### src/rtl/mem_port_ctrl.sv
// Memory port controller: arbitrates a fetch port and a data port onto one
// unified memory, checks alignment/range, and extends sub-word loads.
module mem_port_ctrl #(
   parameter int unsigned MEM_BYTES = 256
) (
   input  logic        clk,
   input  logic        rst_n,
   // fetch port
   input  logic        if_req,
   input  logic [31:0] if_addr,
   output logic        if_ack,
   output logic        if_err,
   output logic [31:0] if_instr,
   // data port
   input  logic        dm_req,
   input  logic        dm_we,
   input  logic [1:0]  dm_size,
   input  logic        dm_unsigned,
   input  logic [31:0] dm_addr,
   input  logic [31:0] dm_wdata,
   output logic        dm_ack,
   output logic        dm_err,
   output logic [31:0] dm_rdata,
   // memory port
   output logic [31:0] mem_addr,
   output logic        mem_read,
   output logic        mem_write,
   output logic        mem_half,
   output logic        mem_byte,
   output logic        mem_fetch,
   output logic [31:0] mem_wdata,
   input  logic [31:0] mem_rdata
);

   typedef enum logic [1:0] {StIdle, StFetch, StData} state_e;

   state_e      state_q, state_d;
   logic        last_data_q;
   logic [31:0] addr_q, wdata_q;
   logic [1:0]  size_q;
   logic        we_q, uns_q, err_q;
   logic        if_ack_q, if_err_q, dm_ack_q, dm_err_q;
   logic [31:0] if_instr_q, dm_rdata_q;

   logic        grant_f, grant_d;
   logic        f_pend, d_pend;
   logic        f_err, d_err;
   logic [2:0]  d_nb_m1;
   logic [32:0] f_last, d_last;
   logic [31:0] load_ext;
   logic        in_fetch, in_data;

   // Access legality, evaluated on the request fields at grant time.
   always_comb begin
      f_last = {1'b0, if_addr} + 33'd3;
      f_err  = (if_addr[1:0] != 2'b00) || (f_last >= 33'(MEM_BYTES));
      unique case (dm_size)
         2'b00:   d_nb_m1 = 3'd0;
         2'b01:   d_nb_m1 = 3'd1;
         default: d_nb_m1 = 3'd3;
      endcase
      d_last = {1'b0, dm_addr} + {30'b0, d_nb_m1};
      d_err  = (dm_size == 2'b11)
            || ((dm_size == 2'b01) && dm_addr[0])
            || ((dm_size == 2'b10) && (dm_addr[1:0] != 2'b00))
            || (d_last >= 33'(MEM_BYTES));
   end

   // Next state and arbitration; a source being acked this cycle is ignored.
   always_comb begin
      state_d = state_q;
      grant_f = 1'b0;
      grant_d = 1'b0;
      f_pend  = if_req && !if_ack_q;
      d_pend  = dm_req && !dm_ack_q;
      unique case (state_q)
         StIdle: begin
            if (f_pend && (!d_pend || last_data_q)) begin
               grant_f = 1'b1;
               state_d = StFetch;
            end else if (d_pend) begin
               grant_d = 1'b1;
               state_d = StData;
            end
         end
         StFetch: state_d = StIdle;
         StData:  state_d = StIdle;
         default: state_d = StIdle;
      endcase
   end

   // Memory strobes come purely from state and captured fields.
   always_comb begin
      in_fetch  = (state_q == StFetch);
      in_data   = (state_q == StData);
      mem_fetch = in_fetch;
      mem_read  = !err_q && (in_fetch || (in_data && !we_q));
      mem_write = !err_q && in_data && we_q;
      mem_half  = !err_q && in_data && (size_q == 2'b01);
      mem_byte  = !err_q && in_data && (size_q == 2'b00);
      mem_addr  = addr_q;
      mem_wdata = wdata_q;
   end

   always_comb begin
      unique case (size_q)
         2'b00:   load_ext = uns_q ? {24'b0, mem_rdata[7:0]}
                                   : {{24{mem_rdata[7]}}, mem_rdata[7:0]};
         2'b01:   load_ext = uns_q ? {16'b0, mem_rdata[15:0]}
                                   : {{16{mem_rdata[15]}}, mem_rdata[15:0]};
         default: load_ext = mem_rdata;
      endcase
   end

   always_ff @(posedge clk or negedge rst_n) begin
      if (!rst_n) begin
         state_q     <= StIdle;
         last_data_q <= 1'b1;
         addr_q      <= '0;
         wdata_q     <= '0;
         size_q      <= '0;
         we_q        <= 1'b0;
         uns_q       <= 1'b0;
         err_q       <= 1'b0;
         if_ack_q    <= 1'b0;
         if_err_q    <= 1'b0;
         dm_ack_q    <= 1'b0;
         dm_err_q    <= 1'b0;
         if_instr_q  <= '0;
         dm_rdata_q  <= '0;
      end else begin
         state_q  <= state_d;
         if_ack_q <= 1'b0;
         if_err_q <= 1'b0;
         dm_ack_q <= 1'b0;
         dm_err_q <= 1'b0;
         if (grant_f) begin
            addr_q      <= if_addr;
            size_q      <= 2'b10;
            we_q        <= 1'b0;
            uns_q       <= 1'b0;
            err_q       <= f_err;
            last_data_q <= 1'b0;
         end
         if (grant_d) begin
            addr_q      <= dm_addr;
            size_q      <= dm_size;
            we_q        <= dm_we;
            uns_q       <= dm_unsigned;
            wdata_q     <= dm_wdata;
            err_q       <= d_err;
            last_data_q <= 1'b1;
         end
         if (in_fetch) begin
            if_ack_q <= 1'b1;
            if_err_q <= err_q;
            if (!err_q) if_instr_q <= mem_rdata;
         end
         if (in_data) begin
            dm_ack_q <= 1'b1;
            dm_err_q <= err_q;
            if (!err_q) dm_rdata_q <= we_q ? 32'd0 : load_ext;
         end
      end
   end

   assign if_ack   = if_ack_q;
   assign if_err   = if_err_q;
   assign if_instr = if_instr_q;
   assign dm_ack   = dm_ack_q;
   assign dm_err   = dm_err_q;
   assign dm_rdata = dm_rdata_q;

endmodule

### config.mk
export PLATFORM = sky130hd
export DESIGN_NAME = mem_port_ctrl
export DESIGN_NICKNAME = d
export VERILOG_FILES = /design/src/rtl/mem_port_ctrl.sv
export SDC_FILE = /design/constraint.sdc
export NUM_CORES = 1
export LEC_CHECK = 0
export CORE_ASPECT_RATIO = 0.8
export CORE_MARGIN = 8
export CORE_UTILIZATION = 46
export CTS_CLUSTER_SIZE = 30
export DETAILED_ROUTE_END_ITERATION = 12
export GPL_ROUTABILITY_DRIVEN = 1
export HOLD_SLACK_MARGIN = 0.03
export PLACE_DENSITY_LB_ADDON = 0.2
export SKIP_LAST_GASP = 1
export SLEW_MARGIN = 15
export SYNTH_ARGS = -nofsm -noshare
export SYNTH_HDL_FRONTEND = slang
export SYNTH_SLANG_ARGS = --single-unit
export TNS_END_PERCENT = 10
### constraint.sdc
create_clock -name clk -period 4.7 [get_ports clk]
set_clock_uncertainty 0.2 [all_clocks]
set_input_delay 0.94 -clock clk [delete_from_list [all_inputs] [get_ports clk]]
set_output_delay 0.94 -clock clk [all_outputs]
set_load 0.01 [all_outputs]
==> Word level (Yosys, flattened, before mapping) <==
Index checks and enable logic that the tools add are counted.
{ "word_totals": {"register_bits": 140, "inputBits": 136, "out_inout_bits": 137} }
{ "op_classes": {"n_addsub": 2, "order_cmp": 2, "eq_ne": 7, "muxes": 27, "bitwise": 1, "reduce_logical": 30} }
{ "ops": {"columns": ["op", "count"], "rows": [
  ["$mux 32", 5],
  ["$ge 33x9->1 const B", 2],
  ["$pmux 32 s2", 1],
  ["$add 32x2->33 const B", 1],
  ["$add 32x3->33", 1],
  ["$mux 1", 15],
  ["$logic_and 1x1->1", 11],
  ["$mux 2", 5],
  ["$eq 2x1->1 const B", 3],
  ["$eq 2x2->1 const B", 3],
  ["$logic_not 2->1", 3],
  ["$logic_or 1x1->1", 6],
  ["$reduce_bool 2->1", 3],
  ["$logic_not 1->1", 5],
  ["$pmux 2 s2", 1],
  ["$reduce_and 2->1", 2],
  ["$ne 3x3->1 const B", 1],
  ["$not 1->1", 1]
]} }

==> Depth between registers and ports, before layout <==
Gate-level depths: netlist of run 1.
{ "logic_depth": {"depth_word": 9, "depth_mapped": 10, "mapped_depth_nobuf": 10} }

==> Worst setup path after synthesis of run 1 <==
OpenSTA, ideal clock, no wires.
{ "synth_timing": {"kind": "input port to flip-flop", "from": "input port dm_size[0]", "to": "register err_q", "setup_ps": 135, "t_arrival_ps": 2909, "required_time_ps": 4365, "slack_ps": 1456, "cell_stages": 10, "path_buffers": 0, "path_cell_list": "or2_2 ha_1 fa_1 nand4_1 nor3_1 a311o_1 a22oi_1 nand4_1 nor4_1 o22ai_1"} }
{ "synth_between": {"elab_chain_cells": 6, "elab_cells_between_ends": 13, "classes_between": "add/sub (1); order compare (1); eq/ne (3); mux (2); reduce/logical (6)"} }
{ "synth_lines": {"columns": ["item", "line", "text"], "rows": [
  ["from (decl)", "17", "input logic [1:0] dm_size,"],
  ["$eq 2x1->1 / $logic_not 2->1 (equally long branches)", "57, 64", null],
  ["$pmux 2 s2 / $logic_and 1x1->1 (equally long branches)", "57, 64", null],
  ["$add 32x3->33 / $logic_or 1x1->1 (equally long branches)", "62, 64", null],
  ["$ge 33x9->1 / $logic_or 1x1->1 (equally long branches)", "66, 65", null],
  ["$logic_or 1x1->1 (*)", "66", "|| (d_last >= 33'(MEM_BYTES));"],
  ["$mux 1 (*)", "145", "if (grant_d) begin"],
  ["to (signal assigned)", "142", "err_q <= f_err;"],
  ["to (signal assigned)", "151", "err_q <= d_err;"],
  ["to (decl)", "41", "logic we_q, uns_q, err_q;"]
]} }
Mark *: on every way between the ends. The rest lies on a longest branch, timed or not.
A chain may end at the register's enable or synchronous reset.

==> Worst setup path in the final report of run 1 <==
{ "layout_timing": {"from": "register state_q[1]", "to": "output port mem_read"} }
{ "layout_between": {"elab_chain_cells": 4, "elab_cells_between_ends": 5, "classes_between": "eq/ne (2); reduce/logical (3)"} }
{ "layout_lines": {"columns": ["item", "line", "text"], "rows": [
  ["from (decl)", "37", "state_e state_q, state_d;"],
  ["from (signal assigned)", "117", "state_q <= StIdle;"],
  ["from (signal assigned)", "132", "state_q <= state_d;"],
  ["$eq 2x2->1", "95", "in_data = (state_q == StData);"],
  ["via in_data", "51", "logic in_fetch, in_data;"],
  ["$logic_and 1x1->1", "97", "mem_read = !err_q && (in_fetch || (in_data && !we_q));"],
  ["$logic_or 1x1->1", "97", null],
  ["$logic_and 1x1->1", "97", null],
  ["to (decl)", "26", "output logic mem_read,"]
]} }
The timed path passes the listed nets, and every way through them passes these cells.

==> flow_metrics.py, run 1 <==
metrics = {
    "outcome": {
        "status": "finished, final reports clean",
    },
    "worst_hold_path": {
        "whs_path_depth": 2,
        "hp-class": "flop to flop",
        "hp-start": "dm_rdata[25]",
        "hold_path_end": "dm_rdata[25]",
    },
    "timing": {
        "hold_viol": 0,
        "rsz0062_at_grt": "no",
        "max_freq_mhz": 267,
        "fin_crit_ns": 3.74,
        "tightest_slew_ns": 0.838,
        "slew_headroom_pct": 43.7,
        "layout_setup_ws_ns": 0.955,
        "post-route-period-util_pct": 79.7,
        "setup-tns-final_ns": 0,
        "slew_violations": 0,
        "setup_viol": 0,
    },
    "die": {
        "core_area_um2": 13600,
        "rows": 38,
        "die_height_um": 122,
        "die_area_um2": 18200,
        "dieWidth_um": 149,
        "initial_utilization_pct": 47.5,
        "io_pins": 273,
    },
    "grt": {
        "grt_max_degree": 81,
        "antenna_found_initial": 0,
        "track_usage_pct": 24.7,
        "grt_pass1_wl_um": 34700,
        "grt_pass1_vias": 6179,
        "grt.overflow.total": 0,
    },
    "logic_synthesis": {
        "syn_inst": 582,
        "synth-compound-area-share_pct": 13.2,
        "yosys.area_share.simple_pct": 15.1,
        "syn_nets": 721,
        "synth_adder_area_share_pct": 0.695,
        "synth_flop_cell": "dfrtp_1",
        "synth_edf_count": 0,
        "async_flop_share_pct": 100,
        "synthXorXnorAreaFrac_pct": 0.811,
        "synthMuxAreaShare_pct": 11.8,
        "ys_seq_area_share_pct": 54.1,
        "syn_avg_cell_area_um2": 11.1,
        "ys_ff_latch": 140,
        "synth_cell_type_count": 54,
        "ys_warn_count": 0,
        "synth_top_family_by_area": "simple AND/OR/NAND/NOR gates",
        "netlist_area_um2": 6480,
    },
    "clocking": {
        "root_buffer": "clkbuf_16",
        "cts_resized": 0,
        "clockBufferDepth": 2,
        "postCtsHoldBufs": 0,
        "cts_tree": "built",
        "numCtsBuffers": 17,
        "post_cts_buffers": 0,
        "cts-htree-levels": 4,
        "clk_latency_ns": 0.41,
        "numClockSinks": 140,
        "clk_pin_slew_ns": 0.06,
    },
    "worst_setup_path": {
        "critPathArrivalTime_ns": 2.60,
        "crit_path_start_kind": "flop",
        "worstSetupEndpointType": "output port",
        "slowest_delay_ns": 0.55,
        "worstPathRequired_ns": 3.56,
        "r2r-end": "mem_wdata[17]",
        "crit_path_max_fanout": 44,
        "cp_cell_sequence": "nor2b_1 -> nand2b_1 -> buf_4 -> nor2_2 -> or2_2 -> clkdlybuf4s50_1",
        "r2r_slack_ns": 2.13,
        "critical_path_class": "flop to output port",
        "r2r-start": "dm_ack",
        "worst-r2r-cell-count": 5,
        "worst_path_max_delay_cell": "clkdlybuf4s50_1",
    },
    "layout": {
        "stdcell_area_um2": 10000,
        "regArea_um2": 3500,
        "final_nets": 993,
        "multiInputGateArea_um2": 2710,
        "num_antenna_cells": 0,
        "areaGrowthSynthToFinish_pct": 55.0,
        "nFillCells": 914,
        "drive_gt1_share_pct": 14.6,
    },
    "route": {
        "wl_per_cell_um": 21.6,
        "via_count": 5963,
        "routed_via_density": 5.70,
        "dr.max_layer_used": "met4",
        "drc": 0,
        "dr_wl_met2_um": 10300,
        "drtAntennaViolNets": 0,
        "met3_length_um": 2630,
        "wl_met1_um": 9290,
        "firstDrtPassIters": 9,
        "drtIter0Drc": 658,
        "totalWireLength_um": 22600,
    },
    "placed_design": {
        "dpl.hpwl_um": 17000,
        "io_buffers": 272,
        "dp_slack_ns": 0.602,
        "place.gp.congestion": 0.924,
        "place_area_um2": 9400,
    },
    "power_and_ir_drop": {
        "ir_worst_vdd_mv": 0.458,
        "power_density_nw_per_um2": 646,
        "power_mw": 6.48,
        "leakage_nw": 4.24,
    },
    "job": {
        "drv_cap": 0,
    },
}
-- synthesized netlist by cell type (all sizes together), types with 3 or more instances --
master,number,area (µm²)
a21oi,4,20.0
a222oi,32,320
a22o,11,96.3
a22oi,3,27.5
a31oi,5,31.3
and2,5,31.3
and3,9,58.8
clkbuf,30,114
dfrtp,139,3480
inv,38,143
mux2,65,732
mux2i,3,30.0
nand2,50,188
nand2b,3,18.8
nand3,14,70.1
nand4,16,115
nor2,16,62.6
nor2b,20,125
nor3,14,70.1
nor3b,3,22.5
nor4,13,87.6
o211ai,3,22.5
o21ai,42,210
or3,6,37.5
or4,4,33.8
xnor2,3,26.3
xor2,3,26.3
-- kinds of logic (layout without fill, tap and decap cells) --
group / count (synthesis) / in the layout
DFF: 140 / 140
AOI/OAI and AO/OA: 114 / 114
and+or+nand+nor: 180 / 180
xor gates and xnor gates: 6 / 6
buffers and inverters: 71 / 356
adders and majority gates: 3 / 3
muxes: 68 / 68
-- registers in the layout, summed over array words and instances, names as in the netlist --
name,cells
last_data_q,1
mem_wdata,32
dm_err,1
size_q,2
err_q,1
state_q,2
mem_addr,32
if_instr,32
if_ack,1
dm_rdata,32
we_q,1
uns_q,1
if_err,1
dm_ack,1
-- how the worst max path moves through the flow --
| stage | from | end | slack [ns] |
|---|---|---|---|
| 2_1_floorplan | dm_size[0] | err_q | 1.46 |
| 3_3_place_gp | dm_size[1] | err_q | 0.68 |
| 3_5_place_dp | dm_size[1] | err_q | 0.60 |
| 4_1_cts | state_q[1] | mem_read | 0.97 |
| 5_1_grt | state_q[1] | mem_read | 0.80 |
| 6_report | state_q[1] | mem_read | 0.96 |
-- layout by cell type, fill, tap and decap left out, types with 14 or more instances in the layout --
| cell | n |
|---|---|
| nand4_1 | 15 |
| nand3_1 | 14 |
| clkbuf_16 | 17 |
| a222oi_1 | 32 |
| dfrtp_1 | 139 |
| o21ai_0 | 42 |
| nand2_1 | 50 |
| nor2_1 | 14 |
| nor2b_1 | 19 |
| clkdlybuf4s50_1 | 271 |
| inv_1 | 38 |
| mux2_2 | 65 |
-- critical path, delay by kind of cell, from the launching register on --
family	cells	cell delay (ns)
and+or+nand+nor	4	0.93
buffers and inverters	2	0.82
DFF	1	0.42
-- where the power goes --
| part | switching [mW] | internal [mW] | leakage (nW) | total, mW |
|---|---|---|---|---|
| clock network | 0.515 | 0.904 | 0.312 | 1.42 |
| registers | 0.376 | 1.80 | 1.70 | 2.18 |
| logic | 1.25 | 1.64 | 2.23 | 2.88 |
| total | 2.14 | 4.34 | 4.24 | 6.48 |
-- per-stage QoR --
| step | utilization, % | cells | hold WS (ns) |
|---|---|---|---|
| after detailed placement | 68.9 | 1015 | 0.270 |
| final | 73.6 | 1047 | 0.279 |
| after CTS | 73.6 | 1047 | 0.284 |
| after floorplan | - | 582 | 0.277 |
| after global placement | 68.9 | 1015 | 0.262 |
| after global routing | 73.6 | 1047 | 0.303 |
-- layout make-up --
cell class | count | area share, %
inverters | 39 | 1.46
clock buffers | 18 | 4.38
well taps | 180 | 2.24
repair buffers | 285 | 28.1
multi-input cells | 371 | 27.0
flip-flops and latches | 140 | 34.9
clock inverters | 14 | 1.93
-- layer usage --
| layer | global-route usage [%] | up-vias |
|---|---|---|
| li1 | - | 2709 |
| met2 | 38.9 | 324 |
| met1 | 29.7 | 2901 |
| met3 | 11.1 | 29 |
| met5 | 0 | - |
| met4 | 8.39 | 0 |
No activity file was read; power rests on OpenSTA's default activity.
==> inputs of run 2 (changes only) <==
--- a/config.mk
+++ b/config.mk
@@ -7,7 +7,7 @@
 export LEC_CHECK = 0
 export CORE_ASPECT_RATIO = 0.8
 export CORE_MARGIN = 8
-export CORE_UTILIZATION = 46
+export CORE_UTILIZATION = 39
 export CTS_CLUSTER_SIZE = 30
 export DETAILED_ROUTE_END_ITERATION = 12
 export GPL_ROUTABILITY_DRIVEN = 1
==> constraint.sdc (replaced) <==
create_clock -name clk -period 3.1 [get_ports clk]
set_clock_uncertainty 0.2 [all_clocks]
set_input_delay 0.62 -clock clk [delete_from_list [all_inputs] [get_ports clk]]
set_output_delay 0.62 -clock clk [all_outputs]
set_load 0.01 [all_outputs]
==> run 2 against run 1 <==
  * Via count increased by 3.2%
  * Wire length rose by 4.4%
  * Die area is 16% higher
  * Clock power grew 50%
  * Final area up 6.6%
  * Cell count is 10% higher
  * Register-to-register slack worse by 1.3 ns
  * First-iteration DRC count shrank 18%
  * Combinational power up 57%
==> flow_metrics.py, run 2 (same netlist as run 1, synthesis figures left out) <==
metrics = {
    "power_and_ir_drop": {
        "seqPwrFrac_pct": 32.8,
        "p_comb_share_pct": 45.7,
        "power_density_nw_per_um2": 928,
        "ir_worst_vdd_mv": 0.716,
        "p_switching_mw": 3.33,
        "intPower_mw": 6.60,
        "switching_share_pct": 33.6,
        "clock_power_share_pct": 21.5,
        "leakage_nw": 4.58,
        "power_mw": 9.93,
    },
    "die": {
        "initial_utilization_pct": 39.5,
        "die_height_um": 131,
        "dieWidth_um": 160,
        "die_area_um2": 21000,
        "core_area_um2": 16400,
        "io_pins": 273,
        "rows": 42,
    },
    "grt": {
        "grt_max_degree": 53,
        "grt_pass1_vias": 6513,
        "grt_pass1_wl_um": 37500,
        "antenna_found_initial": 1,
        "track_usage_pct": 22.1,
        "grt.overflow.total": 0,
    },
    "timing": {
        "setup_viol": 0,
        "slew_headroom_pct": 58.2,
        "rsz0062_at_grt": "yes",
        "hold_viol": 0,
        "tightest_slew_ns": 0.622,
        "max_freq_mhz": 324,
        "slew_violations": 0,
        "hold_slack_ns": 0.280,
        "post-route-period-util_pct": 99.4,
        "fin_crit_ns": 3.08,
    },
    "worst_hold_path": {
        "hp-class": "flop to flop",
    },
    "worst_setup_path": {
        "slowest_delay_ns": 0.42,
        "worst_path_max_delay_cell": "clkdlybuf4s50_1",
        "crit_path_start_kind": "input pin",
        "crit_family": "simple AND/OR/NAND/NOR gates",
        "critical_path_class": "input pin to flop",
        "worstSetupEndpointType": "flop",
        "critPathArrivalTime_ns": 3.17,
        "cp_cell_sequence": "clkdlybuf4s50_1 -> or2_2 -> ha_2 -> fa_2 -> nand4_1 -> nor3_2 -> a311o_1 -> a22oi_2 -> nand4_1 -> nor4_2 -> o22ai_1",
        "worstPathRequired_ns": 3.19,
        "critPathBufInv": 1,
        "crit_top_cell": "nand4_1",
        "crit_path_max_fanout": 3,
    },
    "layout": {
        "regArea_um2": 3500,
        "stdcell_area_um2": 10700,
        "final_nets": 1062,
        "final_cell_mix": "clkdlybuf4s50_1 (271), dfrtp_1 (139), buf_4 (75), mux2_2 (65), nand2_1 (50)",
        "drive_gt1_share_pct": 21.9,
        "final_common_cell": "clkdlybuf4s50_1",
        "num_antenna_cells": 0,
        "finalNonFillerCells": 1156,
        "nFillCells": 1300,
        "areaGrowthSynthToFinish_pct": 65.2,
        "multiInputGateArea_um2": 2750,
    },
    "route": {
        "drtIter0Drc": 540,
        "drtAntennaViolNets": 0,
        "totalWireLength_um": 23600,
        "firstDrtPassIters": 5,
        "wl_per_cell_um": 20.4,
        "via_count": 6151,
        "drc": 0,
        "routed_via_density": 5.32,
    },
    "placed_design": {
        "place_area_um2": 10000,
        "place.gp.congestion": 0.920,
        "place_inst": 1123,
        "dpl.hpwl_um": 18000,
        "io_buffers": 272,
    },
    "clocking": {
        "clk_pin_slew_ns": 0.07,
        "post_cts_buffers": 0,
        "numCtsBuffers": 17,
        "cts-htree-levels": 4,
        "clk_latency_ns": 0.42,
        "cts_tree": "built",
        "root_buffer": "clkbuf_16",
        "clockBufferDepth": 2,
        "numClockSinks": 140,
    },
    "outcome": {
        "status": "finished, final reports clean",
    },
    "job": {
        "drv_cap": 0,
    },
}
## run 2: area by class of cell
type / instances / area share, %
flip-flops and latches: 140 / 32.8
repair buffers: 354 / 31.9
multi-input cells: 371 / 25.7
clock buffers: 17 / 3.98
well taps: 220 / 2.57
clock inverters: 15 / 1.74
inverters: 39 / 1.37
## run 2: path summary, 6_finish.rpt
kind	startpoint	to	slack, ns	cells past startpoint
max in group asynchronous	rst_n	last_data_q	1.47	3
worst min register to register	dm_rdata[17]	dm_rdata[17]	0.28	2
worst max register to register	if_ack	err_q	0.83	7
worst min-delay path	dm_rdata[17]	dm_rdata[17]	0.28	2
worst max-delay path	dm_size[0]	err_q	0.02	11
min in group asynchronous	rst_n	mem_wdata[6]	0.52	2
## run 2: per-stage QoR
step	setup slack, ns	TNS (ns)	util, %
floorplan	0.176	0	-
global placement	-0.315	-0.315	61.2
detailed placement	-0.375	-0.375	61.2
CTS	0.0513	0	65.0
global route	-0.0783	-0.106	65.2
finish	0.0181	0	65.2
## run 2: per-layer routing
layer | track usage (%) | up-vias | share of wire [%] | routed length (µm)
met5 | 0 | - | 0.051 | 12
met3 | 8.18 | 20 | 9.3 | 2190
li1 | - | 2840 | - | -
met1 | 27.9 | 3017 | 43 | 10100
met4 | 5.44 | 2 | 0.92 | 218
met2 | 35.5 | 272 | 47 | 11100
## run 2: power groups by stage
| stage | combinational, mW | clock [mW] | sequential, mW |
|---|---|---|---|
| floorplan | 1.53 | 0 | 3.59 |
| global placement | 4.48 | 0 | 3.22 |
| detailed placement | 4.55 | 0 | 3.27 |
| CTS | 4.58 | 2.18 | 3.26 |
| global route | 4.86 | 2.25 | 3.36 |
| finish | 4.53 | 2.13 | 3.26 |
## run 2: worst register-to-register path, delay by kind of cell (launching register included)
family          cells  cell delay, ns
flops               1            0.38
compound gates      4            0.90
simple gates        3            0.67
## run 2: timing repair
item / CTS / global route
pin swaps: 0 / 3
resized for setup: 1 / 10
endpoints found under the hold margin: 47 / 0
endpoints found under the setup margin: 2 / 3
hold buffers: 1 / 0
